File: config.mk
export PLATFORM = sky130hd
export DESIGN_NAME = obj_serializer
export DESIGN_NICKNAME = d
export VERILOG_FILES = /design/src/rtl/obj_serializer.sv
export SDC_FILE = /design/constraint.sdc
export NUM_CORES = 1
export LEC_CHECK = 0
export ABC_AREA = 0
export CAP_MARGIN = 25
export CORE_MARGIN = 5
export CORE_UTILIZATION = 25
export DETAILED_ROUTE_END_ITERATION = 8
export PLACE_DENSITY = 0.46
export SLEW_MARGIN = 5
export SYNTH_ARGS = -nofsm -noshare
export SYNTH_HDL_FRONTEND = slang
export SYNTH_SLANG_ARGS = --single-unit
File: constraint.sdc
create_clock -name clk -period 3.3 [get_ports clk]
set_input_delay 0.66 -clock clk [delete_from_list [all_inputs] [get_ports clk]]
set_output_delay 0.66 -clock clk [all_outputs]
set_load 0.05 [all_outputs]
File: src/rtl/obj_serializer.sv
// obj_serializer: horizontal object position counter with copy/scale decode and graphics shift-out.
module obj_serializer #(
  parameter int GFX_W  = 8,
  parameter int LINE_W = 160,
  parameter int CNT_W  = 8
) (
  input  logic             clk,
  input  logic             rst_n,
  input  logic             pix_en,
  input  logic             hm_pulse,
  input  logic             resp,
  input  logic             gfx_wr,
  input  logic [GFX_W-1:0] gfx_data,
  input  logic             gfx_copy,
  input  logic             vdel,
  input  logic             refl,
  input  logic [2:0]       size,
  output logic             pixel_on,
  output logic [CNT_W-1:0] pos_cnt
);
  localparam int BW = GFX_W > 1 ? $clog2(GFX_W) : 1;

  typedef enum logic {IDLE, SHIFT} state_e;

  state_e           state_q, state_d;
  logic [BW-1:0]    bidx_q, bidx_d;
  logic [1:0]       scnt_q, scnt_d;
  logic [CNT_W-1:0] pos_q, pos_d;
  logic [GFX_W-1:0] gfx_new_q, gfx_old_q, gfx_sel;
  logic             pix_q, pix_d;
  logic             tick, hit, start, last_bit;
  logic [1:0]       s_max, scnt_eff;
  logic [31:0]      pos_w;

  assign tick     = pix_en | hm_pulse;
  assign pos_w    = 32'(pos_q);
  assign hit      = (pos_w == 32'd0)
                  | ((size == 3'd1 || size == 3'd3) && pos_w == 32'd16)
                  | ((size == 3'd2 || size == 3'd3 || size == 3'd6) && pos_w == 32'd32)
                  | ((size == 3'd4 || size == 3'd6) && pos_w == 32'd64);
  assign start    = tick & ~resp & hit;
  assign s_max    = size == 3'd5 ? 2'd1 : size == 3'd7 ? 2'd3 : 2'd0;
  // A size change mid-copy can leave scnt beyond the new scale; clamp it.
  assign scnt_eff = scnt_q > s_max ? s_max : scnt_q;
  assign last_bit = bidx_q == BW'(GFX_W-1);
  assign gfx_sel  = vdel ? gfx_old_q : gfx_new_q;
  assign pos_d    = resp ? '0 : !tick ? pos_q : pos_q == CNT_W'(LINE_W-1) ? '0 : pos_q + CNT_W'(1);

  always_ff @(posedge clk or negedge rst_n) begin
    if (!rst_n) begin
      state_q   <= IDLE;
      bidx_q    <= '0;
      scnt_q    <= '0;
      pos_q     <= '0;
      gfx_new_q <= '0;
      gfx_old_q <= '0;
      pix_q     <= 1'b0;
    end else begin
      state_q   <= state_d;
      bidx_q    <= bidx_d;
      scnt_q    <= scnt_d;
      pos_q     <= pos_d;
      gfx_new_q <= gfx_wr ? gfx_data : gfx_new_q;
      gfx_old_q <= gfx_copy ? gfx_new_q : gfx_old_q;
      pix_q     <= pix_d;
    end
  end

  always_comb begin
    state_d = state_q;
    bidx_d  = bidx_q;
    scnt_d  = scnt_q;
    if (start) begin
      state_d = SHIFT;
      bidx_d  = '0;
      scnt_d  = '0;
    end else if (tick && state_q == SHIFT) begin
      scnt_d  = scnt_eff == s_max ? 2'd0 : 2'(scnt_eff + 2'd1);
      bidx_d  = scnt_eff != s_max ? bidx_q : last_bit ? '0 : bidx_q + BW'(1);
      state_d = scnt_eff == s_max && last_bit ? IDLE : SHIFT;
    end
  end

  always_comb begin
    pix_d = !tick ? pix_q
          : state_d == SHIFT && gfx_sel[refl ? bidx_d : BW'(GFX_W-1) - bidx_d];
  end

  assign pixel_on = pix_q;
  assign pos_cnt  = pos_q;
endmodule
==> impl_metrics.csv <==
group,metric,value,unit
critical_path,start_kind,"input pin",
logic_synthesis,synth_area,0.001859,mm^2
run_status,status,"completed",
power_and_ir_drop,p_per_area,602.4,mW/mm^2
die,ios,29,
logic_synthesis,synth_area_leaders,"dfrtp_1 42%, mux2_2 12%, ha_1 5.4%",
global_route,grt_antenna_before_repair,0,
logic_synthesis,synth_top_area_share,41.72,%
die,initial_core_util,25.63,%
timing,setup_viol,0,
timing,clock_skew,0.006165,ns
global_route,first_global_vias,1489,
timing,hold_viol_final,0,
final_layout,final_area,0.002524,mm^2
die,dieArea,0.009262,mm^2
logic_synthesis,syn-num-nets,210,
clock_network,clk_latency,0.28,ns
final_layout,num_antenna_cells,0,
clock_network,cts_htree_levels,2,
logic_synthesis,ys_seq_elements,31,
logic_synthesis,syn_area_per_cell,10.22,um^2
final_layout,area_delta_synth_final,35.73,%
die,core-area,0.007253,mm^2
clock_network,cts-buffers-inserted,5,
placed_design,dp_hpwl,3049,um
placed_design,placed_cell_area,0.002379,mm^2
timing,maxSlewViolCount,0,
timing,slew-limit-headroom,65.55,%
logic_synthesis,synth_common_cells,"31 x dfrtp_1, 20 x mux2_2, 19 x nor2_1",
global_route,grt_max_degree,32,
logic_synthesis,synth.most_common_cell,"dfrtp_1",
logic_synthesis,ys_warn_count,0,
route,firstDrtPassIters,2,
route,wl,4156,um
timing,fin_setup_tns,0,ns
placed_design,numPortBuffers,28,
critical_path,cp_data_required_time,3.51,ns
power_and_ir_drop,max-vdd-ir-drop,0.0002563,V
global_route,gr-total-overflow,0,
clock_network,clk_path_buf_depth,2,
die,chipWidth,96.24,um
clock_network,cts_tree,"done",
timing,fmax,314.1,MHz
route,drt-initial-drc-count,36,
route,wl_per_cell,12.52,um
placed_design,gp_congestion,0.7740,
route,post_drt_via_cell_ratio,4.539,
route,drc_errors,0,
flow_run,maxCapViolCount,0,
timing,period_minus_slack,3.184,ns
power_and_ir_drop,total_power,1.520,mW
final_layout,fill_cells,770,
power_and_ir_drop,p_leak,1.073,nW
clock_network,clock_sinks,31,
clock_network,path_clk_slew,0.07,ns
route,ant_nets,0,
die,rows,31,
logic_synthesis,synth_edf_count,0,
logic_synthesis,ys_seq_area_share,41.72,%
critical_path,cp.arrival,3.40,ns
critical_path,crit_path_end_kind,"flip-flop",
logic_synthesis,synth_cells,182,
min_path,hp-class,"flip-flop to flip-flop",
logic_synthesis,synth-async-reset-ratio,100.0,%
die,die_h,96.24,um
timing,fin_crit_sh,96.47,%
clock_network,cts_root_buffer,"clkbuf_8",
timing,tightest_slew,0.5152,ns
global_route,grt_pass1_wl,7031,um
logic_synthesis,synth.largest_area_cell,"dfrtp_1",
global_route,grt.total_usage,9.702,%
critical_path,worstSetupPathType,"input pin to flip-flop",
critical_path,critPathMaxFanout,6,
logic_synthesis,yosys_most_used_dff,"dfrtp_1",
final_layout,layout.nets,260,
logic_synthesis,synth.distinct_cells,47,
final_layout,drive_gt1_share,26.61,%
route,vias,1507,
-- worst paths after layout --
path,from,endpoint,slack (ns),depth (start not counted)
worst max-delay path,size[2],pixel_on$_DFFE_PN0N_,0.12,16
min in group asynchronous,rst_n,gfx_old_q[2]$_DFFE_PN0P_,0.77,2
worst min register to register,gfx_old_q[6]$_DFFE_PN0P_,gfx_old_q[6]$_DFFE_PN0P_,0.50,1
worst min-delay path,gfx_old_q[6]$_DFFE_PN0P_,gfx_old_q[6]$_DFFE_PN0P_,0.50,1
max in group asynchronous,rst_n,gfx_old_q[4]$_DFFE_PN0P_,2.22,2
worst max register to register,scnt_q[1]$_DFFE_PN0P_,pixel_on$_DFFE_PN0N_,0.74,12
-- stage by stage --
step	hold slack (ns)	setup slack, ns	utilization, %	cells
CTS	0.5094	0.05757	33.91	330
finish	0.5032	0.1164	34.79	332
detailed placement	0.4927	-0.2357	32.79	322
floorplan	0.3644	0.1792	-	182
global placement	0.4842	-0.2166	32.79	322
global route	0.5139	-0.003718	34.79	332
-- timing repair --
action                                  CTS  global route
endpoints found under the setup margin    0             1
buffers inserted                          0             2
hold buffers                              0             0
resized for setup                         0             8
-- layout by cell type, fill, tap and decap left out, types with 4 or more instances in the layout --
| cell type | instances |
|---|---|
| nand2_1 | 15 |
| mux2i_1 | 6 |
| a21oi_1 | 6 |
| buf_4 | 20 |
| ha_1 | 7 |
| xor2_1 | 4 |
| mux2_2 | 20 |
| nor4b_1 | 4 |
| nand3_1 | 7 |
| clkbuf_8 | 5 |
| dfrtp_1 | 31 |
| o21ai_0 | 5 |
| nor2_1 | 19 |
| inv_1 | 6 |
| clkdlybuf4s50_1 | 28 |
-- kinds of logic after synthesis --
logic type | after synthesis | synth area share (%)
and+or+nand+nor | 67 | 19.65
AOI/OAI and AO/OA | 31 | 12.18
DFF | 31 | 41.72
muxes | 26 | 15.34
buffers and inverters | 13 | 2.894
adders and majority gates | 8 | 5.384
xor gates and xnor gates | 6 | 2.826
-- area by class of cell --
cell class | count | area (um^2) | share of cell area [%]
clock inverter | 1 | 5.005 | 0.1983
multi-input combinational | 138 | 1075 | 42.59
timing repair buffer | 49 | 441.7 | 17.50
sequential | 31 | 775.7 | 30.74
tap | 99 | 123.9 | 4.908
inverter | 7 | 26.28 | 1.041
clock buffer | 7 | 76.32 | 3.024
-- per-layer routing --
metal | up-vias | global-route usage [%] | part of all wire [%]
li1 | 758 | - | -
met1 | 719 | 12.25 | 47
met2 | 22 | 15.64 | 47
met3 | 8 | 2.580 | 4.1
met4 | 0 | 3.910 | 1.5
met5 | - | 0 | 0
-- critical path: stages --
cell	delay, ns
clkdlybuf4s50_1	0.49
nand2_1	0.07
inv_1	0.07
nand2_1	0.08
inv_2	0.08
ha_4	0.20
nor2b_1	0.14
o21a_2	0.25
o21ai_2	0.18
mux2i_1	0.25
nor2_1	0.06
buf_4	0.15
or4b_1	0.53
nand3_2	0.09
o21ai_2	0.05
o211ai_2	0.05
-- power by group --
part           switching, mW  internal [mW]
registers             0.0493          0.442
clock network          0.149          0.148
logic                  0.344          0.388
total                  0.542          0.978
-- registers in the layout (all words and copies together) (netlist names) --
signal     count
gfx_new_q      8
gfx_old_q      8
pos_cnt        8
bidx_q         3
scnt_q         2
pixel_on       1
state_q        1
Note: power is estimated with default switching activity, not from simulation.
